--- src/rtl/mem_pkg.sv ---
// rtl/mem_pkg.sv - shared types, widths and helpers for the memory request front end
package mem_pkg;

    localparam int MEM_ADDR_WIDTH = 8;
    localparam int MEM_DATA_WIDTH = 8;

    typedef enum logic [1:0] {
        IDLE    = 2'd0,
        ISSUE   = 2'd1,
        RESPOND = 2'd2
    } arb_state_t;

    // Low bit position of element idx inside a packed vector of width-bit elements.
    function automatic int slice_lo(input int idx, input int width);
        return idx * width;
    endfunction

endpackage

--- src/rtl/rr_arbiter.sv ---
// rtl/rr_arbiter.sv - combinational round-robin pick starting after last_grant
module rr_arbiter
    import mem_pkg::*;
#(
    parameter int N  = 4,
    parameter int IW = (N > 1) ? $clog2(N) : 1
) (
    input  logic [N-1:0]  req,
    input  logic [IW-1:0] last_grant,
    output logic [N-1:0]  grant,
    output logic [IW-1:0] grant_idx,
    output logic          any_grant
);

    logic [IW-1:0] idx;

    // Scan last_grant+1 .. last_grant+N so the previous winner is checked last.
    always_comb begin
        grant     = '0;
        grant_idx = '0;
        any_grant = 1'b0;
        idx       = '0;
        for (int k = 1; k <= N; k++) begin
            idx = IW'((int'(last_grant) + k) % N);
            if (!any_grant && req[idx]) begin
                grant[idx] = 1'b1;
                grant_idx  = idx;
                any_grant  = 1'b1;
            end
        end
    end

endmodule

--- src/rtl/mem_request_arbiter.sv ---
// rtl/mem_request_arbiter.sv - round-robin serialiser of client requests onto one memory port
module mem_request_arbiter
    import mem_pkg::*;
#(
    parameter int ADDR_WIDTH  = MEM_ADDR_WIDTH,
    parameter int DATA_WIDTH  = MEM_DATA_WIDTH,
    parameter int NUM_CLIENTS = 4
) (
    input  logic                              clock,
    input  logic                              reset,
    input  logic [NUM_CLIENTS-1:0]            req_valid,
    output logic [NUM_CLIENTS-1:0]            req_ready,
    input  logic [NUM_CLIENTS-1:0]            req_write,
    input  logic [NUM_CLIENTS*ADDR_WIDTH-1:0] req_addr,
    input  logic [NUM_CLIENTS*DATA_WIDTH-1:0] req_wdata,
    output logic [NUM_CLIENTS-1:0]            resp_valid,
    output logic [DATA_WIDTH-1:0]             resp_rdata,
    output logic [ADDR_WIDTH-1:0]             mem_read_addr,
    output logic [ADDR_WIDTH-1:0]             mem_write_addr,
    output logic [DATA_WIDTH-1:0]             mem_write_data,
    output logic                              mem_write,
    input  logic [DATA_WIDTH-1:0]             mem_read_data
);

    localparam int IW = (NUM_CLIENTS > 1) ? $clog2(NUM_CLIENTS) : 1;

    arb_state_t             state;
    arb_state_t             next_state;
    logic [IW-1:0]          last_grant;
    logic [IW-1:0]          grant_idx;
    logic [NUM_CLIENTS-1:0] grant;
    logic                   any_grant;
    logic                   handshake;
    logic                   lat_write;
    logic [ADDR_WIDTH-1:0]  lat_addr;
    logic [DATA_WIDTH-1:0]  lat_wdata;
    logic [DATA_WIDTH-1:0]  rdata_q;

    rr_arbiter #(
        .N  (NUM_CLIENTS),
        .IW (IW)
    ) u_rr_arbiter (
        .req        (req_valid),
        .last_grant (last_grant),
        .grant      (grant),
        .grant_idx  (grant_idx),
        .any_grant  (any_grant)
    );

    always_comb begin
        next_state = state;
        req_ready  = '0;
        handshake  = 1'b0;
        case (state)
            IDLE: begin
                // A handshake seen during reset would be silently dropped, so hold ready low.
                if (any_grant && !reset) begin
                    req_ready  = grant;
                    handshake  = 1'b1;
                    next_state = ISSUE;
                end
            end
            ISSUE:   next_state = RESPOND;
            RESPOND: next_state = IDLE;
            default: next_state = IDLE;
        endcase
    end

    always_ff @(posedge clock) begin
        if (reset) begin
            state <= IDLE;
        end else begin
            state <= next_state;
        end
    end

    always_ff @(posedge clock) begin
        if (reset) begin
            last_grant <= IW'(NUM_CLIENTS - 1);
            lat_write  <= 1'b0;
            lat_addr   <= '0;
            lat_wdata  <= '0;
            rdata_q    <= '0;
        end else begin
            if (handshake) begin
                last_grant <= grant_idx;
                lat_write  <= req_write[grant_idx];
                lat_addr   <= req_addr[slice_lo(int'(grant_idx), ADDR_WIDTH) +: ADDR_WIDTH];
                lat_wdata  <= req_wdata[slice_lo(int'(grant_idx), DATA_WIDTH) +: DATA_WIDTH];
            end
            // Writes echo their own data so the response path is the same for both kinds.
            if (state == ISSUE) begin
                rdata_q <= lat_write ? lat_wdata : mem_read_data;
            end
        end
    end

    always_comb begin
        resp_valid = '0;
        if (state == RESPOND) begin
            resp_valid[last_grant] = 1'b1;
        end
    end

    assign resp_rdata     = rdata_q;
    assign mem_read_addr  = lat_addr;
    assign mem_write_addr = lat_addr;
    assign mem_write_data = lat_wdata;
    assign mem_write      = (state == ISSUE) && lat_write && !reset;

endmodule

--- config.mk ---
export PLATFORM = sky130hd
export DESIGN_NAME = mem_request_arbiter
export DESIGN_NICKNAME = d
export VERILOG_FILES = /design/src/rtl/mem_pkg.sv /design/src/rtl/rr_arbiter.sv /design/src/rtl/mem_request_arbiter.sv
export SDC_FILE = /design/constraint.sdc
export NUM_CORES = 1
export LEC_CHECK = 0
export CAP_MARGIN = 15
export CORE_ASPECT_RATIO = 1.25
export CORE_MARGIN = 2
export CORE_UTILIZATION = 40
export CTS_CLUSTER_DIAMETER = 80
export DETAILED_ROUTE_END_ITERATION = 7
export PLACE_DENSITY_LB_ADDON = 0.12
export RECOVER_POWER = 50
export SKIP_CTS_REPAIR_TIMING = 1
export SYNTH_ARGS = -nofsm -noshare
export SYNTH_HDL_FRONTEND = slang
export SYNTH_SLANG_ARGS = --single-unit
--- constraint.sdc ---
create_clock -name clock -period 8.5 [get_ports clock]
set_input_delay 0.85 -clock clock [delete_from_list [all_inputs] [get_ports clock]]
set_output_delay 0.85 -clock clock [all_outputs]
set_load 0.01 [all_outputs]
==> impl_metrics.yaml <==
status:
  status: "finished, final reports clean"
worst_setup_path:
  crit_arrival_ps: 3540
  end_kind: "output port"
  ff2ff_path_depth: 7
  path_common_cell: "nor2_1"
  cp_top_family: "buffers and inverters"
  crit_path_max_incr_delay_ps: 760
  slowest_stage: "dfxtp_1"
  worstReg2RegStart: "last_grant[0]"
  critical_path.startpoint_type: "flop"
  worstSetupPathType: "reg -> out"
  worst-path-buf-inv: 2
  timing.rr.end: "mem_write_data[6]"
  worstPathMaxFanout: 19
  cp_cell_sequence: "inv_1, ha_1, mux4_2, nor2b_2, a22oi_1, nor2_1, a221oi_1, nor2_1, clkdlybuf4s50_1"
  r2r_slack_ps: 4440
  worst_ep_required_time_ps: 7650
  startpoint: "last_grant[0]"
worst_hold_path:
  hp-class: "reg -> reg"
  hold_start: "resp_rdata[4]"
  min_to: "resp_rdata[4]"
  hold_path_depth: 2
clocking:
  cts_tree: "done"
  clockBufferDepth: 2
  cts_buffers: 5
  cts_sinks: 29
  htree_levels: 2
  clk_latency_ps: 280
  cts_root_buf: "clkbuf_8"
  clk_pin_slew_ps: 70
pwr:
  leakage_nw: 1.39
  pwr-share-clk_pct: 11.9
  vdd_ir_drop_max_uv: 132
  p_comb_share_pct: 63.3
  swShare_pct: 44.6
  power_switching_mw: 0.424
  p_int_mw: 0.527
  power.density_mw_per_mm2: 259
  pwr-share-seq_pct: 24.8
floorplanning:
  io_pins: 123
  dieArea_mm2: 0.00681
  initial_utilization_pct: 40.5
  num_rows: 32
  die_w_um: 74.2
  core_area_mm2: 0.00609
  die_y_um: 91.8
timing:
  slew_viol_final: 0
  slew_headroom_pct: 28.8
  tightest_slew_ps: 1070
  fin_skew_ps: 3.56
  setup_viol: 0
  holdWs_ps: 494
  max_freq_mhz: 228
  rsz0062_at_grt: "false"
  fin_crit_ps: 4390
  finalCritPeriodShare_pct: 51.6
  hold_viol_final: 0
  fin_setup_tns_ps: 0
detailed_routing:
  vias_per_cell: 5.49
  drt_iter0_markers: 72
  routedWlPerCell_um: 15.7
  drt_wl_total_um: 7690
  firstDrtPassIters: 4
  postRouteAntennaNets: 0
  drc: 0
  via_count: 2684
logic_synthesis:
  ys.flop_type: "dfxtp_1"
  synthTopCellsByArea: "dfxtp_1 (24%), nand3_1 (12%), o21ai_0 (7.1%)"
  synth_top_cell_by_area: "dfxtp_1"
  synth_fp_nets: 403
  yosys.area.top_type_share_pct: 23.5
  synth-seq-area-share_pct: 23.5
  async_flop_share_pct: 0
  avgSynthCellArea_um2: 7.88
  synth_seq_cells: 29
  syn_area_mm2: 0.00247
  ys_types: 45
  postSynthCellCount: 313
  synth-edff-count: 0
  yosysWarnings: 0
placement:
  io_buffer_count: 122
  placed_cell_area_mm2: 0.00358
  gp_congestion: 0.825
  dpl.hpwl_um: 5620
final_layout:
  final_area_mm2: 0.00367
  fillers: 587
  antennaDiodeCount: 0
  drive_gt1_share_pct: 7.92
  nets: 493
  syn2layout_area_growth_pct: 48.7
global_route:
  antenna_found_initial: 0
  grtUsageTotal_pct: 22.9
  grt_overflow: 0
  grt_first_pass_wirelength_um: 12200
  grt_pass1_vias: 2546
  grt_start_max_net_pins: 36
job:
  cap_violations: 0
==> worst max path at each step <==
stage,endpoint,slack [ps],depth (start not counted)
global route,req_ready[1],3870,9
CTS,req_ready[1],4130,9
floorplan,req_ready[0],5200,9
detailed placement,req_ready[1],4360,6
global placement,req_ready[0],4450,6
finish,req_ready[1],4110,9
==> power groups by stage <==
stage          clock, mW  sequential (mW)  combinational, mW
2_1_floorplan          0            0.230              0.447
3_5_place_dp           0            0.242              0.622
6_report           0.113            0.236              0.602
4_1_cts            0.115            0.240              0.624
5_1_grt            0.121            0.246              0.661
3_3_place_gp           0            0.240              0.617
==> flip-flops by register name (all words and copies together), names as in the netlist <==
register        cells
mem_read_addr       8
mem_write_data      8
resp_rdata          8
last_grant          2
state               2
lat_write           1
==> layout by cell type (no fill, tap or decap), types with 2 or more instances in the layout <==
cell type         n
clkdlybuf4s50_1  96
nand3_1          59
o21ai_0          35
dfxtp_1          29
dlygate4sd3_1    26
nor2_1           18
nor3b_1          17
a31o_1           17
mux2i_1          11
nand3_2          10
a211oi_1          8
ha_1              8
nand2_1           6
and2_1            5
clkbuf_8          5
nor2b_1           4
a22oi_1           4
a221oi_1          4
inv_1             3
nand2b_1          3
mux4_2            3
buf_4             3
or3_1             2
nor3_1            2
a21oi_1           2
o32ai_1           2
o211a_1           2
mux2_2            2
clkinv_2          2
==> synth_stat cells, drive strengths merged, types with 3 or more instances <==
library cell and n:
o21ai 36, and2 5, mux4 3, mux2i 11
nor3 3, a211oi 8, clkbuf 25, nor3b 17
nor2 18, ha 8, a221oi 4, nand2b 3
a22oi 4, dfxtp 29, a31o 17, buf 17
inv 4, nor2b 5, nand2 6, nand3 69
==> metal layers <==
| metal | up-vias | routed length (um) | GRT usage (%) |
|---|---|---|---|
| met1 | 1240 | 3010 | 27.1 |
| met3 | 16 | 461 | 4.51 |
| li1 | 1330 | - | - |
| met2 | 98 | 4030 | 40.2 |
| met5 | - | 0 | 0 |
| met4 | 0 | 189 | 7.74 |
==> worst min-delay path: stages, from the launching register on <==
cell,delay [ps]
dfxtp_1,310
nor2_1,90
a211oi_1,50
==> kinds of logic (layout without fill, tap and decap cells) <==
kind of cell	after synthesis	count (layout)	share of synthesized area (%)
fa+ha+maj	8	8	4.06
buf+inv	46	137	10.3
xor+xnor	1	1	0.355
simple gates	131	131	30.9
mux	16	16	8.12
flops	29	29	23.5
compound gates	82	82	22.7
==> metrics by stage <==
stage,util (%),power (mW),setup slack [ps],cells
4_1_cts,60.2,0.979,4130,489
3_3_place_gp,58.8,0.857,4450,481
6_report,60.2,0.951,4110,489
2_1_floorplan,-,0.677,5200,313
3_5_place_dp,58.8,0.864,4360,481
5_1_grt,60.2,1.03,3870,489
==> cell type report <==
cell class	instances	area, um^2	share of cell area (%)
repair buffers	125	1240	33.9
well taps	85	106	2.90
multi-input cells	238	1630	44.6
flip-flops and latches	29	581	15.8
clock inverters	3	17.5	0.478
inverters	4	15.0	0.410
clock buffers	5	68.8	1.88
No activity file was read; power rests on OpenSTA's default activity.
